$ cat src/rtl/buffer_writer_ctrl_if.sv
// Stream-in / buffer-write / reader-handshake bundle for buffer_writer_ctrl.
// master = upstream source and reader side, slave = the controller.
interface buffer_writer_ctrl_if #(
    parameter int DATA_W = 8
);
    logic [DATA_W-1:0] in_data;
    logic              in_valid;
    logic              in_last;
    logic              in_ready;
    logic              mem_we;
    logic [7:0]        mem_addr;
    logic [DATA_W-1:0] mem_din;
    logic              data_done;
    logic              data_rdy;
    logic              frame_err;
    logic [7:0]        frame_cnt;

    modport master (
        output in_data, in_valid, in_last, data_rdy,
        input  in_ready, mem_we, mem_addr, mem_din, data_done, frame_err, frame_cnt
    );

    modport slave (
        input  in_data, in_valid, in_last, data_rdy,
        output in_ready, mem_we, mem_addr, mem_din, data_done, frame_err, frame_cnt
    );
endinterface

$ cat src/rtl/buffer_writer_ctrl.sv
// Writes one frame of stream words into a buffer, then hands ownership to the
// reader until it has finished consuming the frame.
module buffer_writer_ctrl #(
    parameter int DATA_W  = 8,
    parameter int N_WORDS = 192
) (
    input  logic                 clk,
    input  logic                 reset,
    buffer_writer_ctrl_if.slave  bus
);
    localparam logic [1:0] FILL  = 2'd0;
    localparam logic [1:0] FLUSH = 2'd1;
    localparam logic [1:0] FULL  = 2'd2;
    localparam logic [1:0] DRAIN = 2'd3;
    localparam logic [7:0] LAST_IDX = 8'(N_WORDS - 1);

    logic [1:0]        state_q, state_d;
    logic [7:0]        wcnt_q, wcnt_d;
    logic [7:0]        frame_cnt_q, frame_cnt_d;
    logic              mem_we_q;
    logic [7:0]        mem_addr_q;
    logic [DATA_W-1:0] mem_din_q;
    logic              data_done_q;
    logic              frame_err_q;
    logic              accept;
    logic              at_last;

    assign accept  = bus.in_valid && (state_q == FILL);
    assign at_last = (wcnt_q == LAST_IDX);

    always_comb begin
        state_d     = state_q;
        wcnt_d      = wcnt_q;
        frame_cnt_d = frame_cnt_q;
        case (state_q)
            FILL: begin
                if (accept) begin
                    if (at_last) begin
                        state_d = FLUSH;
                        wcnt_d  = 8'd0;
                    end else if (bus.in_last) begin
                        // early last: frame is dropped, restart at word 0
                        wcnt_d  = 8'd0;
                    end else begin
                        wcnt_d  = wcnt_q + 8'd1;
                    end
                end
            end
            FLUSH: begin
                state_d     = FULL;
                frame_cnt_d = frame_cnt_q + 8'd1;
            end
            FULL:    if (bus.data_rdy)  state_d = DRAIN;
            DRAIN:   if (!bus.data_rdy) state_d = FILL;
            default: state_d = FILL;
        endcase
    end

    always_ff @(posedge clk or negedge reset) begin
        if (!reset) begin
            state_q     <= FILL;
            wcnt_q      <= 8'd0;
            frame_cnt_q <= 8'd0;
            mem_we_q    <= 1'b0;
            mem_addr_q  <= 8'd0;
            mem_din_q   <= '0;
            data_done_q <= 1'b0;
            frame_err_q <= 1'b0;
        end else begin
            state_q     <= state_d;
            wcnt_q      <= wcnt_d;
            frame_cnt_q <= frame_cnt_d;
            mem_we_q    <= accept;
            if (accept) begin
                mem_addr_q <= wcnt_q;
                mem_din_q  <= bus.in_data;
            end
            // in_last must coincide with the final word; either mismatch is an error
            frame_err_q <= accept && (bus.in_last != at_last);
            data_done_q <= (state_d == FULL);
        end
    end

    assign bus.in_ready  = (state_q == FILL);
    assign bus.mem_we    = mem_we_q;
    assign bus.mem_addr  = mem_addr_q;
    assign bus.mem_din   = mem_din_q;
    assign bus.data_done = data_done_q;
    assign bus.frame_err = frame_err_q;
    assign bus.frame_cnt = frame_cnt_q;
endmodule

$ cat src/flat_wrapper.sv
// flat-port wrapper written by rule: the top's interface ports become plain ports
module buffer_writer_ctrl_flat 
#(
    parameter int DATA_W  = 8,
    parameter int N_WORDS = 192
)
  (clk, reset, bus_in_data, bus_in_valid, bus_in_last, bus_data_rdy, bus_in_ready, bus_mem_we, bus_mem_addr, bus_mem_din, bus_data_done, bus_frame_err, bus_frame_cnt);
  buffer_writer_ctrl_if #(.DATA_W(DATA_W)) bus_i ();
  input  logic clk;
  input  logic reset;
  input wire logic [$bits(bus_i.in_data)-1:0] bus_in_data;
  input wire logic [$bits(bus_i.in_valid)-1:0] bus_in_valid;
  input wire logic [$bits(bus_i.in_last)-1:0] bus_in_last;
  input wire logic [$bits(bus_i.data_rdy)-1:0] bus_data_rdy;
  output wire logic [$bits(bus_i.in_ready)-1:0] bus_in_ready;
  output wire logic [$bits(bus_i.mem_we)-1:0] bus_mem_we;
  output wire logic [$bits(bus_i.mem_addr)-1:0] bus_mem_addr;
  output wire logic [$bits(bus_i.mem_din)-1:0] bus_mem_din;
  output wire logic [$bits(bus_i.data_done)-1:0] bus_data_done;
  output wire logic [$bits(bus_i.frame_err)-1:0] bus_frame_err;
  output wire logic [$bits(bus_i.frame_cnt)-1:0] bus_frame_cnt;
  assign bus_i.in_data = bus_in_data;
  assign bus_i.in_valid = bus_in_valid;
  assign bus_i.in_last = bus_in_last;
  assign bus_i.data_rdy = bus_data_rdy;
  assign bus_in_ready = bus_i.in_ready;
  assign bus_mem_we = bus_i.mem_we;
  assign bus_mem_addr = bus_i.mem_addr;
  assign bus_mem_din = bus_i.mem_din;
  assign bus_data_done = bus_i.data_done;
  assign bus_frame_err = bus_i.frame_err;
  assign bus_frame_cnt = bus_i.frame_cnt;
  buffer_writer_ctrl #(.DATA_W(DATA_W), .N_WORDS(N_WORDS)) u_core (.clk(clk), .reset(reset), .bus(bus_i));
endmodule
$ cat config.mk
export PLATFORM = sky130hd
export DESIGN_NAME = buffer_writer_ctrl_flat
export DESIGN_NICKNAME = d
export VERILOG_FILES = /design/src/rtl/buffer_writer_ctrl_if.sv /design/src/rtl/buffer_writer_ctrl.sv /design/src/flat_wrapper.sv
export SDC_FILE = /design/constraint.sdc
export NUM_CORES = 1
export LEC_CHECK = 0
export BUFFER_PORTS_ARGS = -buffer_cell sky130_fd_sc_hd__buf_4
export CAP_MARGIN = 0
export CORE_AREA = 2 2 62 64
export DETAILED_ROUTE_END_ITERATION = 16
export DIE_AREA = 0 0 64 66
export PLACE_DENSITY = 0.7
export SYNTH_ARGS = -nofsm -noshare
export SYNTH_HDL_FRONTEND = slang
export SYNTH_SLANG_ARGS = --single-unit
export TNS_END_PERCENT = 50
$ cat constraint.sdc
create_clock -name clk -period 1.3 [get_ports clk]
set_input_delay 0.065 -clock clk [delete_from_list [all_inputs] [get_ports clk]]
set_output_delay 0.065 -clock clk [all_outputs]
set_load 0.01 [all_outputs]
# Word-level counts from Yosys, hierarchy flattened
# Cells that the tools add are included.
[classes]
add_sub_neg = 2
eq_ne = 6
n_mux = 7
n_reduce_logical = 4
[op_table]
columns = ["operator", "n"]
rows = [
  ["$add A8 B1 Y8 const B", 2],
  ["$mux W8", 2],
  ["$eq A8 B8 Y1 const B", 1],
  ["$mux W2", 4],
  ["$pmux W2 S4", 1],
  ["$eq A2 B2 Y1 const B", 3],
  ["$eq A2 B1 Y1 const B", 1],
  ["$logic_and A1 B1 Y1", 2],
  ["$logic_not A2 Y1", 1],
  ["$reduce_and A2 Y1", 1],
  ["$ne A1 B1 Y1", 1],
]
[totals]
reg_bits = 37
output_inout_bits = 28
word_cells = 27

# Depth between registers and ports, before layout
[logic_depth]
word_depth = 5
ltp_mapped = 6
ltp_nobuf = 5

# Least setup slack after synthesis
# No wires, ideal clock.
[synth_timing]
path_type = "register to register"
startpoint = "register u_core.state_q[0]"
endpoint = "register u_core.wcnt_q[7]"
setup_time_ps = 121
arrival_time_ps = 1288
required_time_ps = 1179
setup_slack_ps = -108
stages_incl_launch_ff = 7
period_less_slack_ps = 1408
path_cell_list = "dfrtp_1 > or3b_1 > buf_6 > clkinv_4 > buf_12 > o31ai_2 > a22o_1"
[synth_via]
elab_chain_len = 3
[synth_lines]
columns = ["element", "line_no", "source"]
rows = [
  ["start: declaration", "buffer_writer_ctrl.sv:17", "logic [1:0] state_q, state_d;"],
  ["start signal: assignment", "buffer_writer_ctrl.sv:70", "state_q <= state_d;"],
  ["$logic_not A2 Y1 *", "buffer_writer_ctrl.sv:28, buffer_writer_ctrl.sv:35", ""],
  ["$logic_and A1 B1 Y1", "buffer_writer_ctrl.sv:28", "assign accept = bus.in_valid && (state_q == FILL);"],
  ["$reduce_and A2 Y1 (no source line) *", "-", ""],
  ["end signal: assignment", "buffer_writer_ctrl.sv:71", "wcnt_q <= wcnt_d;"],
  ["end: declaration", "buffer_writer_ctrl.sv:18", "logic [7:0] wcnt_q, wcnt_d;"],
]
# Mark *: on every way between the ends. The rest lies on a longest branch, timed or not.
# A chain may end at the register's enable or synchronous reset.

# Worst setup path after layout
[layout_timing]
startpoint = "register u_core.wcnt_q[1]"
endpoint = "register u_core.state_q[0]"
[layout_via]
elab_chain_len = 4
[layout_lines]
columns = ["element", "line_no", "source"]
rows = [
  ["$eq A8 B8 Y1", "buffer_writer_ctrl.sv:29", "assign at_last = (wcnt_q == LAST_IDX);"],
  ["$mux W2", "buffer_writer_ctrl.sv:38", "if (at_last) begin"],
  ["$mux W2", "buffer_writer_ctrl.sv:37", "if (accept) begin"],
  ["$pmux W2 S4", "buffer_writer_ctrl.sv:35", "case (state_q)"],
  ["via u_core.state_d[0]", "buffer_writer_ctrl.sv:17", ""],
]
# The timed path passes the listed nets, and every way through them passes these cells.

==> run_results.csv <==
group,metric,value,unit
status,run_status,"finished, violations left",
status,violations,"negative setup slack",
grt,grt_pass1_wl,6270,um
die,initial_core_util,44.7,%
drt,viasPerCell,4.94,
sta,setup_viol,25,
grt,grt_max_degree,38,
yosys,syn_nets,173,
drt,drt_iter0_markers,50,
sta,worst_slew_pin_slew,0.471,ns
final_layout,layout_commonest_cell,"buf_4",
final_layout,final_net_count,252,
flow_run,max_cap_viol_count,0,
clock_network,numCtsBuffers,5,
setup_path,worstSetupStartpointType,"register",
placement,place.gp.congestion,0.829,
sta,hold_viol_final,0,
worst_hold_path,min_path_type,"in2reg",
grt,grt_pass1_vias,1390,
sta,relSlewSlack,68.6,%
power,ir_worst_vdd,620,uV
clock_network,cts_buffer_depth,2,
clock_network,cts_tree,"built",
power,pwr-share-comb,40.4,%
yosys,synth.distinct_cells,34,
final_layout,num-fill-cells,256,
die,row_count,22,
drt,drc_errors,0,
placement,dpl_cell_area,2070,um^2
clock_network,clock_sinks,37,
final_layout,final_area,2430,um^2
yosys,synth_edf_count,0,
clock_network,cts_max_level,2,
yosys,ys_seq_area_share,58.3,%
power,p_sw_share,35.2,%
power,intPower,0.00253,W
sta,timing.final.ws_setup,-0.108,ns
power,p_leak,1.25,nW
die,die_area,4220,um^2
die,coreArea,3550,um^2
drt,wl_per_cell,13.7,um
die,die_y,66,um
final_layout,seqCellArea,926,um^2
power,power_switching,0.00137,W
sta,drv_slew,0,
sta,rsz0062_at_grt,"true",
final_layout,multi_input_area,713,um^2
clock_network,clk_pin_slew,0.11,ns
clock_network,insertion_delay,0.35,ns
sta,skew,0.00608,ns
yosys,synth.avg_cell_area,10.1,um^2
setup_path,crit_type,"reg2reg",
sta,finalCritPeriodShare,108,%
placement,dp_hpwl,2580,um
setup_path,arrival,1.70,ns
power,pwr-share-seq,44.3,%
final_layout,layout-drive-gt1-share,45.4,%
final_layout,num_antenna_cells,0,
final_layout,final_cell_mix,"buf_4 (59), nand2_1 (41), dfrtp_1 (37)",
yosys,yosys_warnings,0,
yosys,netlist_area,1590,um^2
yosys,synth_cells,158,
grt,grt_usage,19.4,%
yosys,async_reset_ff_share,100,%
drt,detail_route.first_pass.iterations,6,
setup_path,cp_max_fo,3,
sta,finalSetupTns,-1.16,ns
yosys,ys_ff_latch,37,
final_layout,area_delta_synth_final,52.8,%
drt,via_count,1413,
sta,finalWorstPathRequiredPeriod,1.41,ns
grt,antenna_found_initial,0,
placement,pre_cts_ws,-0.172,ns
drt,wirelength,3930,um
grt,grt_overflow,0,
die,dieWidth,64,um
drt,ant_nets,0,
setup_path,endpoint_kind,"register",
die,io_pins,41,
placement,port_buffers,40,
power,cellPowerDensity,1610,nW/um^2
sta,max_freq,710,MHz
power,clockPowerShare,15.3,%
clock_network,root_buffer,"clkbuf_4",
setup_path,cp_data_required_time,1.59,ns
yosys,synth_flop_cell,"dfrtp_1",
-- layer usage --
| layer | vias to the layer above | routed length, um | GRT usage [%] |
|---|---|---|---|
| met5 | - | 0 | 0 |
| met4 | 0 | 23 | 5.43 |
| met3 | 3 | 175 | 5.62 |
| met2 | 34 | 2150 | 35.4 |
| met1 | 694 | 1580 | 22.1 |
| li1 | 682 | - | - |
-- power groups by stage --
stage	logic (W)	clock network (W)	registers (W)
floorplan	0.000502	0	0.00182
global placement	0.00130	0	0.00168
detailed placement	0.00134	0	0.00171
CTS	0.00145	0.000617	0.00169
global route	0.00173	0.000671	0.00176
finish	0.00158	0.000597	0.00173
-- stage by stage --
stage / hold WS, ns / power, W / std cells / utilization [%]
CTS: 0.0315 / 0.00376 / 282 / 64.8
floorplan: -0.231 / 0.00232 / 158 / -
detailed placement: 0.0573 / 0.00304 / 262 / 58.2
global route: 0.0779 / 0.00416 / 286 / 68.4
global placement: 0.0447 / 0.00298 / 262 / 58.2
finish: 0.0713 / 0.00391 / 286 / 68.4
-- final cells by class --
cell class	instances	share of cell area, %
clock buffers	5	1.55
clock inverters	3	0.721
inverters	3	0.670
multi-input cells	111	29.4
flip-flops and latches	37	38.1
well taps	48	2.47
repair buffers	79	27.1
-- cell usage after synthesis, types with 3 or more instances --
master | number | area (um^2)
nand2_1 | 54 | 203
dfrtp_1 | 37 | 926
o21ai_0 | 7 | 35.0
nor2_1 | 5 | 18.8
nor3_1 | 5 | 25.0
xnor2_1 | 4 | 35.0
a21o_1 | 3 | 22.5
a21oi_1 | 3 | 15.0
and3_1 | 3 | 18.8
nand3_1 | 3 | 15.0
xor2_1 | 3 | 26.3
-- critical path, stage by stage (launching register included) --
cell and delay (ns):
dfrtp_1 0.42, ha_4 0.16, nand2_1 0.09, nor3_1 0.33, buf_4 0.19, a32o_1 0.17
-- flip-flops by register name, summed over array words and instances, names as in the netlist --
register,flops
u_core.bus.mem_din,8
u_core.bus.frame_err,1
u_core.bus.frame_cnt,8
u_core.bus.data_done,1
u_core.bus.mem_we,1
u_core.wcnt_q,8
u_core.bus.mem_addr,8
u_core.state_q,2
-- repair_timing --
| action | 4_1_cts | 5_1_grt |
|---|---|---|
| gates resized for setup | 21 | 26 |
| hold buffers | 11 | 0 |
| hold endpoints to repair | 47 | 0 |
| pin swaps | 12 | 23 |
| setup buffers | 1 | 7 |
| setup endpoints to repair | 30 | 29 |
-- final timing paths --
check                           depth (start not counted)               startpoint  slack (ns)                 endpoint
max in group asynchronous                               2                    reset        0.77    u_core.bus.mem_din[3]
worst max-delay path                                    5         u_core.wcnt_q[1]       -0.11        u_core.state_q[0]
worst min register to register                          1  u_core.bus.frame_cnt[7]        0.49  u_core.bus.frame_cnt[7]
min in group asynchronous                               2                    reset        0.20   u_core.bus.mem_addr[6]
worst max register to register                          5         u_core.wcnt_q[1]       -0.11        u_core.state_q[0]
worst min-delay path                                    3              bus_in_last        0.07     u_core.bus.frame_err
-- cells by family after synthesis --
kind of cell             count (synthesis)  share of synthesized area (%)
AND/OR/NAND/NOR                         80                           22.2
AO/OA/AOI/OAI                           21                           8.82
buffers and inverters                   10                           4.57
XOR/XNOR                                 7                           3.86
flip-flops                              37                           58.3
multiplexers                             1                          0.709
adder cells (fa/ha/maj)                  2                           1.57
Power figures use the tool's default switching activity.
